[src/rtl/wb_arb_pkg.sv]
// rtl/wb_arb_pkg.sv - shared types and counter widths for the fetch/data bus arbiter
package wb_arb_pkg;

    typedef enum logic [1:0] {
        ARB_IDLE  = 2'd0,
        ARB_INSTR = 2'd1,
        ARB_DATA  = 2'd2
    } arb_state_t;

    localparam int BURST_CNT_W   = 8;
    localparam int TIMEOUT_CNT_W = 16;

endpackage

[src/rtl/wb_arb_timeout.sv]
// rtl/wb_arb_timeout.sv - loadable down-counter flagging a bus cycle that never acked
module wb_arb_timeout
    import wb_arb_pkg::*;
#(
    parameter int W = TIMEOUT_CNT_W
) (
    input  logic         clk,
    input  logic         rst_n,
    input  logic         i_clr,
    input  logic         i_load,
    input  logic [W-1:0] i_load_val,
    input  logic         i_en,
    output logic         o_expired
);

    logic [W-1:0] r_cnt;

    always_ff @(posedge clk or negedge rst_n) begin
        if (!rst_n) begin
            r_cnt <= '0;
        end else if (i_clr) begin
            r_cnt <= '0;
        end else if (i_load) begin
            r_cnt <= i_load_val;
        end else if (i_en && (r_cnt != '0)) begin
            r_cnt <= r_cnt - 1'b1;
        end
    end

    // A load value of zero never reaches one, which is how the timeout is disabled.
    assign o_expired = i_en & (r_cnt == W'(1));

endmodule

[src/rtl/wb_core_bus_arbiter.sv]
// rtl/wb_core_bus_arbiter.sv - shares one Wishbone master between fetch and data requesters
module wb_core_bus_arbiter
    import wb_arb_pkg::*;
#(
    parameter int ADDR_WIDTH     = 32,
    parameter int DATA_WIDTH     = 32,
    parameter int MAX_DATA_BURST = 4,
    parameter int TIMEOUT_CYCLES = 255
) (
    input  logic                  clk,
    input  logic                  rst_n,
    input  logic                  i_req_i,
    input  logic [ADDR_WIDTH-1:0] i_addr_i,
    output logic [DATA_WIDTH-1:0] i_rdata_o,
    output logic                  i_ack_o,
    output logic                  i_err_o,
    input  logic                  d_req_i,
    input  logic                  d_we_i,
    input  logic [ADDR_WIDTH-1:0] d_addr_i,
    input  logic [DATA_WIDTH-1:0] d_wdata_i,
    output logic [DATA_WIDTH-1:0] d_rdata_o,
    output logic                  d_ack_o,
    output logic                  d_err_o,
    output logic                  hold_o,
    output logic                  wb_cyc_o,
    output logic                  wb_stb_o,
    output logic                  wb_we_o,
    output logic [ADDR_WIDTH-1:0] wb_addr_o,
    output logic [DATA_WIDTH-1:0] wb_data_o,
    input  logic [DATA_WIDTH-1:0] wb_data_i,
    input  logic                  wb_ack_i
);

    localparam logic [BURST_CNT_W-1:0]   L_MAX_BURST = BURST_CNT_W'(MAX_DATA_BURST);
    localparam logic [TIMEOUT_CNT_W-1:0] L_TIMEOUT   = TIMEOUT_CNT_W'(TIMEOUT_CYCLES);

    arb_state_t              r_state;
    arb_state_t              r_state_next;
    logic [BURST_CNT_W-1:0]  r_burst;
    logic                    r_cyc;
    logic                    r_we;
    logic [ADDR_WIDTH-1:0]   r_addr;
    logic [DATA_WIDTH-1:0]   r_wdata;
    logic [DATA_WIDTH-1:0]   r_i_rdata;
    logic [DATA_WIDTH-1:0]   r_d_rdata;
    logic                    r_i_ack;
    logic                    r_d_ack;
    logic                    r_i_err;
    logic                    r_d_err;

    logic                    w_can_grant;
    logic                    w_data_wins;
    logic                    w_gnt_data;
    logic                    w_gnt_instr;
    logic                    w_expired;
    logic                    w_done;

    // Requests are still high during their own ack pulse, so no grant is made in that cycle.
    assign w_can_grant = (r_state == ARB_IDLE) & ~r_i_ack & ~r_d_ack;
    assign w_data_wins = d_req_i & ((r_burst < L_MAX_BURST) | ~i_req_i);
    assign w_gnt_data  = w_can_grant & w_data_wins;
    assign w_gnt_instr = w_can_grant & i_req_i & ~w_data_wins;
    assign w_done      = r_cyc & (wb_ack_i | w_expired);

    wb_arb_timeout #(
        .W(TIMEOUT_CNT_W)
    ) u_timeout (
        .clk        (clk),
        .rst_n      (rst_n),
        .i_clr      (w_done),
        .i_load     (w_gnt_data | w_gnt_instr),
        .i_load_val (L_TIMEOUT),
        .i_en       (r_cyc),
        .o_expired  (w_expired)
    );

    always_ff @(posedge clk or negedge rst_n) begin
        if (!rst_n) begin
            r_state <= ARB_IDLE;
        end else begin
            r_state <= r_state_next;
        end
    end

    always_comb begin
        r_state_next = r_state;
        unique case (r_state)
            ARB_IDLE: begin
                if (w_gnt_data) begin
                    r_state_next = ARB_DATA;
                end else if (w_gnt_instr) begin
                    r_state_next = ARB_INSTR;
                end
            end
            ARB_INSTR, ARB_DATA: begin
                if (w_done) begin
                    r_state_next = ARB_IDLE;
                end
            end
            default: r_state_next = ARB_IDLE;
        endcase
    end

    always_ff @(posedge clk or negedge rst_n) begin
        if (!rst_n) begin
            r_cyc     <= 1'b0;
            r_we      <= 1'b0;
            r_addr    <= '0;
            r_wdata   <= '0;
            r_i_rdata <= '0;
            r_d_rdata <= '0;
            r_i_ack   <= 1'b0;
            r_d_ack   <= 1'b0;
            r_i_err   <= 1'b0;
            r_d_err   <= 1'b0;
        end else begin
            r_i_ack <= 1'b0;
            r_d_ack <= 1'b0;
            r_i_err <= 1'b0;
            r_d_err <= 1'b0;
            if (w_gnt_data) begin
                r_cyc   <= 1'b1;
                r_we    <= d_we_i;
                r_addr  <= d_addr_i;
                r_wdata <= d_wdata_i;
            end else if (w_gnt_instr) begin
                r_cyc   <= 1'b1;
                r_we    <= 1'b0;
                r_addr  <= i_addr_i;
                r_wdata <= '0;
            end else if (w_done) begin
                // A real ack on the expiry edge wins over the timeout.
                r_cyc <= 1'b0;
                if (r_state == ARB_DATA) begin
                    r_d_ack   <= 1'b1;
                    r_d_err   <= ~wb_ack_i;
                    r_d_rdata <= wb_ack_i ? wb_data_i : '0;
                end else begin
                    r_i_ack   <= 1'b1;
                    r_i_err   <= ~wb_ack_i;
                    r_i_rdata <= wb_ack_i ? wb_data_i : '0;
                end
            end
        end
    end

    always_ff @(posedge clk or negedge rst_n) begin
        if (!rst_n) begin
            r_burst <= '0;
        end else if (!i_req_i || w_gnt_instr) begin
            r_burst <= '0;
        end else if (w_gnt_data && (r_burst < L_MAX_BURST)) begin
            r_burst <= r_burst + 1'b1;
        end
    end

    assign wb_cyc_o  = r_cyc;
    assign wb_stb_o  = r_cyc;
    assign wb_we_o   = r_we;
    assign wb_addr_o = r_addr;
    assign wb_data_o = r_wdata;
    assign i_rdata_o = r_i_rdata;
    assign i_ack_o   = r_i_ack;
    assign i_err_o   = r_i_err;
    assign d_rdata_o = r_d_rdata;
    assign d_ack_o   = r_d_ack;
    assign d_err_o   = r_d_err;
    assign hold_o    = rst_n & ((i_req_i & ~r_i_ack) | (d_req_i & ~r_d_ack));

endmodule

[config.mk]
export PLATFORM = sky130hd
export DESIGN_NAME = wb_core_bus_arbiter
export DESIGN_NICKNAME = d
export VERILOG_FILES = /design/src/rtl/wb_arb_pkg.sv /design/src/rtl/wb_arb_timeout.sv /design/src/rtl/wb_core_bus_arbiter.sv
export SDC_FILE = /design/constraint.sdc
export NUM_CORES = 1
export LEC_CHECK = 0
export ABC_AREA = 1
export BUFFER_PORTS_ARGS = -buffer_cell sky130_fd_sc_hd__buf_2
export CAP_MARGIN = 20
export CORE_MARGIN = 3
export CORE_UTILIZATION = 50
export DETAILED_ROUTE_END_ITERATION = 6
export PLACE_DENSITY = 0.88
export REMOVE_ABC_BUFFERS = 1
export SLEW_MARGIN = 0
export SYNTH_ARGS = -nofsm -noshare
export SYNTH_HDL_FRONTEND = slang
export SYNTH_SLANG_ARGS = --single-unit
[constraint.sdc]
create_clock -name clk -period 2.3 [get_ports clk]
set_clock_uncertainty 0.15 [all_clocks]
set_input_delay 0.115 -clock clk [delete_from_list [all_inputs] [get_ports clk]]
set_output_delay 0.115 -clock clk [all_outputs]
set_load 0.02 [all_outputs]
==> flow_summary.ini <==
[sta]
fin_setup_tns_ps = 0
hold_viol = 0
finalCritPeriodShare = 0.957
setup_viol = 0
min_period_ps = 2200
slew_headroom = 0.632
final_max_slew_viol_count = 0
worstMarginPinSlew_ps = 551
clock.fmax_mhz = 454

[cells_and_area]
stdcell_count = 1495
syn_to_final_growth_pct = 48.5
final_cell_mix = nand2_1, buf_2, dfrtp_1
finish.utilization = 0.770
fillCellCount = 855
final_common_cell = nand2_1
nNetsFinal = 1441
multiInputGateArea_sq_um = 2800
drive_above_1_share = 0.256
seq_area_sq_um = 4000

[pwr]
p_per_area_nw_per_um2 = 1380
peakVddDrop_mv = 0.818
fin_total_pwr_uw = 15000
total_leakage_power_uw = 0.00619

[route]
drtAntennaViolNets = 0
drt_iter0_markers = 929
route.vias.total = 8400
via_per_inst = 5.62
dr.pass1.iters = 6
post_drt_wl_per_cell_um = 18.9
routed_wl_um = 28300
drc = 0

[clocking]
cts-root-buf = clkbuf_16
htree_num_levels = 4
cts_buffers = 17
clk_path_buf_depth = 2
clk_transition_reported_paths_ps = 70
cts_tree = built
worstSkewPairLatency_ps = 430
post-cts-setup-buffer-count = 0
cts_sinks = 160

[placement]
dp.cells = 1325
port_buffers = 269
place_congestion = 0.839
place.detailed.hpwl_um = 14200

[floorplanning]
die-height_um = 127
initial_core_util = 0.518
core_sq_um = 14100
ios = 270
dieWidth_um = 127
rows = 43
die_area_sq_um = 16100

[synthesis]
netlist_top_cells_area = dfrtp_1, nand2_1, nand3_1, inv_1, o21ai_0
ys_warn_count = 0
synthCells = 912
ys_ff_latch = 160
syn_area_sq_um = 7310
yosysTopAreaCellShare = 0.548
yosys.area.top_type = dfrtp_1
synth-seq-area-share = 0.548
synth_area_per_cell_sq_um = 8.01
yosys.cell_types.count = 29

[global_routing]
grt_usage = 0.347
grt_max_degree = 107
antenna_found_initial = 1
grt_pass1_vias = 8467
grt_pass1_wl_um = 44300
grt.overflow.total = 0

[critical_path]
r2r_setup_slack_ps = 100
arrival_ps = 2410
cp_data_required_time_ps = 2510
cp-start-kind = flop
crit_fanout = 17
end_kind = flop
critPathKind = flop to flop

[worst_hold_path]
hold_path_class = input port to asynchronous set/reset pin

[outcome]
status = complete, no violations

[flow_run]
drv_cap = 0
worst max-delay path, cell delays in order (launching register included):
cell and delay [ps]:
dfrtp_1 360, inv_1 80, ha_1 230, nand3_1 190
inv_1 110, nand3_4 170, nand2_8 150, nor2_4 440
nand2_1 130, nand2_1 100
timing repair:
action / in CTS / in global routing
hold buffers: 134 / 0
hold endpoints to repair: 293 / 0
cloned: 0 / 3
resized for setup: 1 / 15
pin swaps: 0 / 2
endpoints found under the setup margin: 5 / 60
cell families after synthesis:
family	Yosys count	synth area share
flip-flops	160	0.548
buffers and inverters	121	0.0770
adder cells (fa/ha/maj)	5	0.00856
AO/OA/AOI/OAI	44	0.0313
AND/OR/NAND/NOR	577	0.329
XOR/XNOR	5	0.00599
path summary, 6_finish.rpt:
check | start | depth (start not counted) | to
setup / recovery | r_state[0]$_DFFE_PN0P_ | 9 | d_rdata_o[8]$_DFFE_PN0P_
max in group asynchronous | rst_n | 4 | wb_addr_o[17]$_DFFE_PN0P_
hold / removal | rst_n | 3 | wb_addr_o[31]$_DFFE_PN0P_
min in group clk | d_addr_i[16] | 4 | wb_addr_o[16]$_DFFE_PN0P_
hold reg to reg | wb_data_o[30]$_DFFE_PN0P_ | 2 | wb_data_o[30]$_DFFE_PN0P_
setup reg to reg | r_state[0]$_DFFE_PN0P_ | 9 | d_rdata_o[8]$_DFFE_PN0P_
registers in the layout (all words and copies together), names as in the netlist:
| register | count |
|---|---|
| d_rdata_o | 32 |
| i_rdata_o | 32 |
| wb_addr_o | 32 |
| wb_data_o | 32 |
| u_timeout.r_cnt | 16 |
| r_burst | 8 |
| r_state | 2 |
| d_ack_o | 1 |
| d_err_o | 1 |
| i_ack_o | 1 |
| i_err_o | 1 |
| wb_cyc_o | 1 |
| wb_we_o | 1 |
metal layers:
| layer | vias up | track usage | wire (um) |
|---|---|---|---|
| li1 | 3620 | - | - |
| met1 | 3913 | 0.411 | 9770 |
| met2 | 693 | 0.549 | 13300 |
| met3 | 174 | 0.112 | 3260 |
| met4 | 0 | 0.216 | 1910 |
| met5 | - | 0 | 0 |
metrics by stage:
stage	hold slack [ps]	setup slack, ps	cell area [sq um]
final	181	97.9	10900
after global routing	210	-49.8	10900
after CTS	205	92.9	10700
after detailed placement	-159	-32.5	8720
after global placement	-155	70.7	8720
after floorplan	-331	-538	7020
cell usage after synthesis:
master / n
nor2_4: 2
ha_1: 5
dfrtp_1: 160
buf_2: 16
a21oi_2: 1
inv_1: 68
nor2_2: 6
or2_2: 1
o21ai_0: 32
xnor2_1: 2
nand3_1: 116
nand3b_1: 1
o21ai_1: 6
nand2_1: 394
nand2_4: 1
inv_4: 1
xor2_1: 3
inv_2: 3
nand4_1: 10
a21oi_1: 3
o21a_1: 1
buf_4: 7
buf_6: 8
nand3_2: 2
nor3_1: 1
nor2_1: 38
clkbuf_1: 18
nand2_2: 5
a21boi_0: 1
where the power goes:
group | internal, uW | leakage [uW] | switching (uW)
logic | 2150 | 0.00381 | 4900
clock network | 1900 | 0.000307 | 1140
registers | 4060 | 0.00208 | 846
final cells by class:
type / instances / area share
repair inverters: 1 / 0.00104
well taps: 180 / 0.0208
inverters: 72 / 0.0276
clock inverters: 9 / 0.0143
repair buffers: 418 / 0.266
clock buffers: 22 / 0.0437
diodes: 1 / 0.000231
flip-flops and latches: 160 / 0.369
multi-input cells: 632 / 0.258
(Power assumes the default switching activity.)
